===== config.mk =====
export PLATFORM = sky130hd
export DESIGN_NAME = spi_cmd_master_flat
export DESIGN_NICKNAME = d
export VERILOG_FILES = /design/src/rtl/spi_cmd_master_if.sv /design/src/rtl/spi_cmd_master.sv /design/src/flat_wrapper.sv
export SDC_FILE = /design/constraint.sdc
export NUM_CORES = 1
export LEC_CHECK = 0
export ABC_AREA = 1
export BUFFER_PORTS_ARGS = -buffer_cell sky130_fd_sc_hd__buf_2
export CORE_MARGIN = 10
export CORE_UTILIZATION = 40
export DETAILED_ROUTE_END_ITERATION = 10
export HOLD_SLACK_MARGIN = 0.1
export SLEW_MARGIN = 10
export SYNTH_ARGS = -nofsm -noshare
export SYNTH_HDL_FRONTEND = slang
export SYNTH_SLANG_ARGS = --single-unit

===== constraint.sdc =====
create_clock -name clk -period 1.7 [get_ports clk]
set_input_delay 0.17 -clock clk [delete_from_list [all_inputs] [get_ports clk]]
set_output_delay 0.17 -clock clk [all_outputs]
set_load 0.01 [all_outputs]

===== src/rtl/spi_cmd_master_if.sv =====
// Command-side bus of spi_cmd_master: one command per valid/ready handshake,
// read bytes returned with a one-cycle rd_valid pulse.
interface spi_cmd_master_if #(
   parameter int DATA_W = 8
);
   logic              cmd_valid;
   logic              cmd_ready;
   logic [1:0]        cmd_type;
   logic [DATA_W-1:0] cmd_data;
   logic              rd_valid;
   logic [DATA_W-1:0] rd_data;
   logic              busy;

   modport master (
      output cmd_valid, cmd_type, cmd_data,
      input  cmd_ready, rd_valid, rd_data, busy
   );

   modport slave (
      input  cmd_valid, cmd_type, cmd_data,
      output cmd_ready, rd_valid, rd_data, busy
   );
endinterface


===== src/rtl/spi_cmd_master.sv =====
// Serialises {cmd_type, cmd_data} commands into SS_n/MOSI frames for the SPI RAM
// wrapper and, for read-data commands, collects the MISO reply byte.
module spi_cmd_master #(
   parameter int DATA_W   = 8,
   parameter int TURN_CYC = 2,
   parameter int GAP_CYC  = 1
) (
   input  logic                  clk,
   input  logic                  rst_n,
   spi_cmd_master_if.slave       bus,
   output logic                  SS_n,
   output logic                  MOSI,
   input  logic                  MISO
);
   localparam int SHIFT_N = DATA_W + 2;
   localparam int MAX_A   = (SHIFT_N > TURN_CYC) ? SHIFT_N : TURN_CYC;
   localparam int MAX_N   = (MAX_A > GAP_CYC) ? MAX_A : GAP_CYC;
   localparam int CNT_W   = $clog2(MAX_N);

   localparam logic [CNT_W-1:0] SHIFT_LAST = CNT_W'(SHIFT_N - 1);
   localparam logic [CNT_W-1:0] TURN_LAST  = CNT_W'(TURN_CYC - 1);
   localparam logic [CNT_W-1:0] RECV_LAST  = CNT_W'(DATA_W - 1);
   localparam logic [CNT_W-1:0] GAP_LAST   = CNT_W'(GAP_CYC - 1);

   typedef enum logic [2:0] {
      IDLE, START, SEL, SHIFT, TURN, RECV, GAP
   } state_t;

   state_t              state;
   logic [SHIFT_N-1:0]  shreg;
   logic [DATA_W-1:0]   rxreg;
   logic [CNT_W-1:0]    cnt;
   logic                rd_cmd;

   always_ff @(posedge clk or negedge rst_n) begin
      if (!rst_n) begin
         state         <= IDLE;
         shreg         <= '0;
         rxreg         <= '0;
         cnt           <= '0;
         rd_cmd        <= 1'b0;
         SS_n          <= 1'b1;
         MOSI          <= 1'b0;
         bus.cmd_ready <= 1'b1;
         bus.busy      <= 1'b0;
         bus.rd_valid  <= 1'b0;
         bus.rd_data   <= '0;
      end else begin
         bus.rd_valid <= 1'b0;
         case (state)
            IDLE: begin
               if (bus.cmd_valid) begin
                  shreg         <= {bus.cmd_type, bus.cmd_data};
                  rd_cmd        <= (bus.cmd_type == 2'b11);
                  state         <= START;
                  SS_n          <= 1'b0;
                  MOSI          <= 1'b0;
                  bus.cmd_ready <= 1'b0;
                  bus.busy      <= 1'b1;
               end
            end
            START: begin
               // Select bit is cmd_type[1], which is also the first shifted bit
               MOSI  <= shreg[SHIFT_N-1];
               state <= SEL;
            end
            SEL: begin
               MOSI  <= shreg[SHIFT_N-1];
               shreg <= shreg << 1;
               cnt   <= '0;
               state <= SHIFT;
            end
            SHIFT: begin
               if (cnt == SHIFT_LAST) begin
                  MOSI <= 1'b0;
                  cnt  <= '0;
                  if (rd_cmd) begin
                     state <= TURN;
                  end else begin
                     SS_n  <= 1'b1;
                     state <= GAP;
                  end
               end else begin
                  MOSI  <= shreg[SHIFT_N-1];
                  shreg <= shreg << 1;
                  cnt   <= cnt + 1'b1;
               end
            end
            TURN: begin
               if (cnt == TURN_LAST) begin
                  cnt   <= '0;
                  state <= RECV;
               end else begin
                  cnt <= cnt + 1'b1;
               end
            end
            RECV: begin
               // MISO only enters the datapath here, so junk elsewhere is harmless
               rxreg <= {rxreg[DATA_W-2:0], MISO};
               if (cnt == RECV_LAST) begin
                  bus.rd_data  <= {rxreg[DATA_W-2:0], MISO};
                  bus.rd_valid <= 1'b1;
                  SS_n         <= 1'b1;
                  cnt          <= '0;
                  state        <= GAP;
               end else begin
                  cnt <= cnt + 1'b1;
               end
            end
            GAP: begin
               if (cnt == GAP_LAST) begin
                  cnt           <= '0;
                  bus.cmd_ready <= 1'b1;
                  bus.busy      <= 1'b0;
                  state         <= IDLE;
               end else begin
                  cnt <= cnt + 1'b1;
               end
            end
            default: begin
               state         <= IDLE;
               SS_n          <= 1'b1;
               MOSI          <= 1'b0;
               bus.cmd_ready <= 1'b1;
               bus.busy      <= 1'b0;
            end
         endcase
      end
   end
endmodule


===== src/flat_wrapper.sv =====
// flat-port wrapper written by rule: the top's interface ports become plain ports
module spi_cmd_master_flat 
#(
   parameter int DATA_W   = 8,
   parameter int TURN_CYC = 2,
   parameter int GAP_CYC  = 1
)
  (clk, rst_n, SS_n, MOSI, MISO, bus_cmd_valid, bus_cmd_type, bus_cmd_data, bus_cmd_ready, bus_rd_valid, bus_rd_data, bus_busy);
  spi_cmd_master_if #(.DATA_W(DATA_W)) bus_i ();
  input  logic clk;
  input  logic rst_n;
  output logic SS_n;
  output logic MOSI;
  input  logic MISO;
  input wire logic [$bits(bus_i.cmd_valid)-1:0] bus_cmd_valid;
  input wire logic [$bits(bus_i.cmd_type)-1:0] bus_cmd_type;
  input wire logic [$bits(bus_i.cmd_data)-1:0] bus_cmd_data;
  output wire logic [$bits(bus_i.cmd_ready)-1:0] bus_cmd_ready;
  output wire logic [$bits(bus_i.rd_valid)-1:0] bus_rd_valid;
  output wire logic [$bits(bus_i.rd_data)-1:0] bus_rd_data;
  output wire logic [$bits(bus_i.busy)-1:0] bus_busy;
  assign bus_i.cmd_valid = bus_cmd_valid;
  assign bus_i.cmd_type = bus_cmd_type;
  assign bus_i.cmd_data = bus_cmd_data;
  assign bus_cmd_ready = bus_i.cmd_ready;
  assign bus_rd_valid = bus_i.rd_valid;
  assign bus_rd_data = bus_i.rd_data;
  assign bus_busy = bus_i.busy;
  spi_cmd_master #(.DATA_W(DATA_W), .TURN_CYC(TURN_CYC), .GAP_CYC(GAP_CYC)) u_core (.clk(clk), .rst_n(rst_n), .bus(bus_i), .SS_n(SS_n), .MOSI(MOSI), .MISO(MISO));
endmodule

==> metrics.txt <==
hold buffer count at cts 1; DRC errors left 0; Max Used Layer met4; first-pass GRT wire length 6820 microns; largest net degree at the start of global routing 39; Core Area 4660 sq um; iteration-0 DRC count of the detailed router 78; Synth top area share 0.472; Final Max Slew Viols 0; kind of critical path flip-flop to flip-flop; dpl hpwl 2770 microns; P_int 2.29 mW; synth unique cells 23; Pre-antenna DRT Iters 5; clk root buf clkbuf_8; worst path required time 1940 ps; Final setup viols 0; Cells after Synth 239; crit path time final 1540 ps; Final Hold Fails 0; initial cell density of the core 0.409; slew margin rel. 0.753; CTS clk-pin slew, worst paths 80 ps; syn avg cell area 7.98 sq um; leading area contributor after synthesis dfrtp_1; crit end category flip-flop; post-CTS sizing 0; commonest non-fill, non-tap cell in the layout nand2_1; Die Ht 89.1 microns; Fmax 649 MHz; wire length per cell 11.6 microns; worst-case clock buffer depth 2; post-layout util 0.477; status completed; vias 1,505; port bufs 26; All-Layer GR Usage 0.107; Congestion Overflow GR 0; Synth area leaders dfrtp_1 (47%), nand2_1 (13%), o21ai_0 (8.4%), inv_1 (6.9%), nand3_1 (4.2%); fin crit share 0.906; VDD IR-drop max 0.685 mV; # rows 25; Clk network pwr share 0.200; Syn Std Cell Area 1910 sq um; HP Class input pin to flip-flop; DR WL met2 1670 microns; Data arrival, critical path 1780 ps; gpl congestion 0.850; static leakage 1.17 nW; CP max-delay cell dfrtp_1; Sink Count 38; Post-CTS Setup Bufs 0; CTS H-Tree Depth 2; Routed WL 3760 microns; Worst Skew 8.21 ps; Synth Warn # 0; most frequent cells in the layout nand2_1 (68), dfrtp_1 (36), inv_1 (35), o21ai_0 (32), buf_2 (26); Die X 89.1 microns; Worst Setup Start Kind flip-flop; Max-cap violations 0; Power Density 1730 nW/um^2; post-placement cell count 315; critical-path maximum fanout 5; number of antenna violations at the first check in global routing 0; diode count 0; RSZ-0062 raised after global routing no; Routed met3 length 154 microns; Clock Latency Late Sink 290 ps; CP peak stage delay 410 ps; M1 WL 1900 microns; Layout area overhead 16.4%; sequential element share of the synthesized area 0.500; Flop pwr share 0.378; Setup TNS Final 0 ps; Psw 1.56 mW; Non-Filler Instances 324; ys flop type dfrtp_1; DIE AREA 7930 sq um; TritonCTS Buffers 5; vias per std cell 4.65; Nets 286; measured slew at the worst slew-check pin 370 ps; Antenna Violating Nets Remaining 0; critical-path cell list inv_1 > ha_1 > nand3_1 > nand2_2 > nand2_1 > nor2_2 > nand3_1 > nand2_1; TritonCTS clock tree built; Net Sw Frac 0.405; Post-synth EDFFs 0; Yosys reg bits 38; Comb pwr share 0.422; layout cells sized above 1 0.196; Async SR Flop Fraction 1.00; Syn Nets 256; vias in the first global route 1,547; I/O pin cnt 27
[registers in the layout, summed over array words and instances, names as in the netlist, 3 cells and up]
register / flops
u_core.shreg: 10
u_core.bus.rd_data: 8
u_core.rxreg: 7
u_core.cnt: 4
u_core.state: 3
[worst max-delay path: cells and delay by family, from the launching register on]
family	cells	cell delay, ps
DFF	1	410
adders and majority gates	1	180
and+or+nand+nor	6	790
buffers and inverters	1	110
[cell type report]
type	count	area (sq um)
sequential	38	953
tap	54	67.6
clock inverter	3	45.0
clock buffer	5	68.8
timing repair buffer	31	195
fill	474	2440
inverter	37	139
multi-input combinational	156	752
[cell usage after synthesis, types with 3 or more instances]
cell type / count
nor2_1: 13
o21ai_1: 7
nand2_1: 68
buf_2: 3
inv_1: 35
a21oi_1: 3
buf_6: 4
o21ai_0: 32
dfrtp_1: 36
ha_1: 3
nand3_1: 16
[stage by stage]
step / hold slack [ps] / cell area, sq um / total power, mW / setup slack [ps]
2_1_floorplan: -126 / 1910 / 2.72 / 356
3_3_place_gp: 150 / 2100 / 3.09 / 228
3_5_place_dp: 153 / 2100 / 3.11 / 178
4_1_cts: 112 / 2220 / 3.90 / 163
5_1_grt: 122 / 2220 / 4.27 / 0.578
6_report: 116 / 2220 / 3.84 / 160
[logic make-up after synthesis]
family          Yosys count  synth area share
buf+inv                  45             0.106
fa+ha+maj                 3            0.0197
compound gates           45             0.124
simple gates            108             0.250
flops                    38             0.500
[final timing paths]
| path | start | to | slack, ps | cells past startpoint |
|---|---|---|---|---|
| worst max register to register | u_core.cnt[1] | u_core.state[0] | 160 | 8 |
| worst max-delay path | u_core.cnt[1] | u_core.state[0] | 160 | 8 |
| min in group asynchronous | rst_n | u_core.shreg[0] | 370 | 3 |
| max in group asynchronous | rst_n | u_core.bus.cmd_ready | 1070 | 3 |
| worst min register to register | u_core.bus.rd_data[7] | u_core.bus.rd_data[7] | 470 | 2 |
| worst min-delay path | bus_cmd_data[0] | u_core.shreg[0] | 120 | 3 |
[metal layers]
metal,global-route usage,vias up
met5,0,-
met4,0.0318,0
met3,0.0356,4
met2,0.158,26
met1,0.143,670
li1,-,805
[power by group through the flow]
stage / combinational, mW / sequential [mW] / clock [mW]
finish: 1.62 / 1.45 / 0.770
global route: 1.93 / 1.50 / 0.843
CTS: 1.65 / 1.46 / 0.795
detailed placement: 1.64 / 1.47 / 0
global placement: 1.62 / 1.46 / 0
floorplan: 1.30 / 1.42 / 0
No activity file was read; power rests on OpenSTA's default activity.
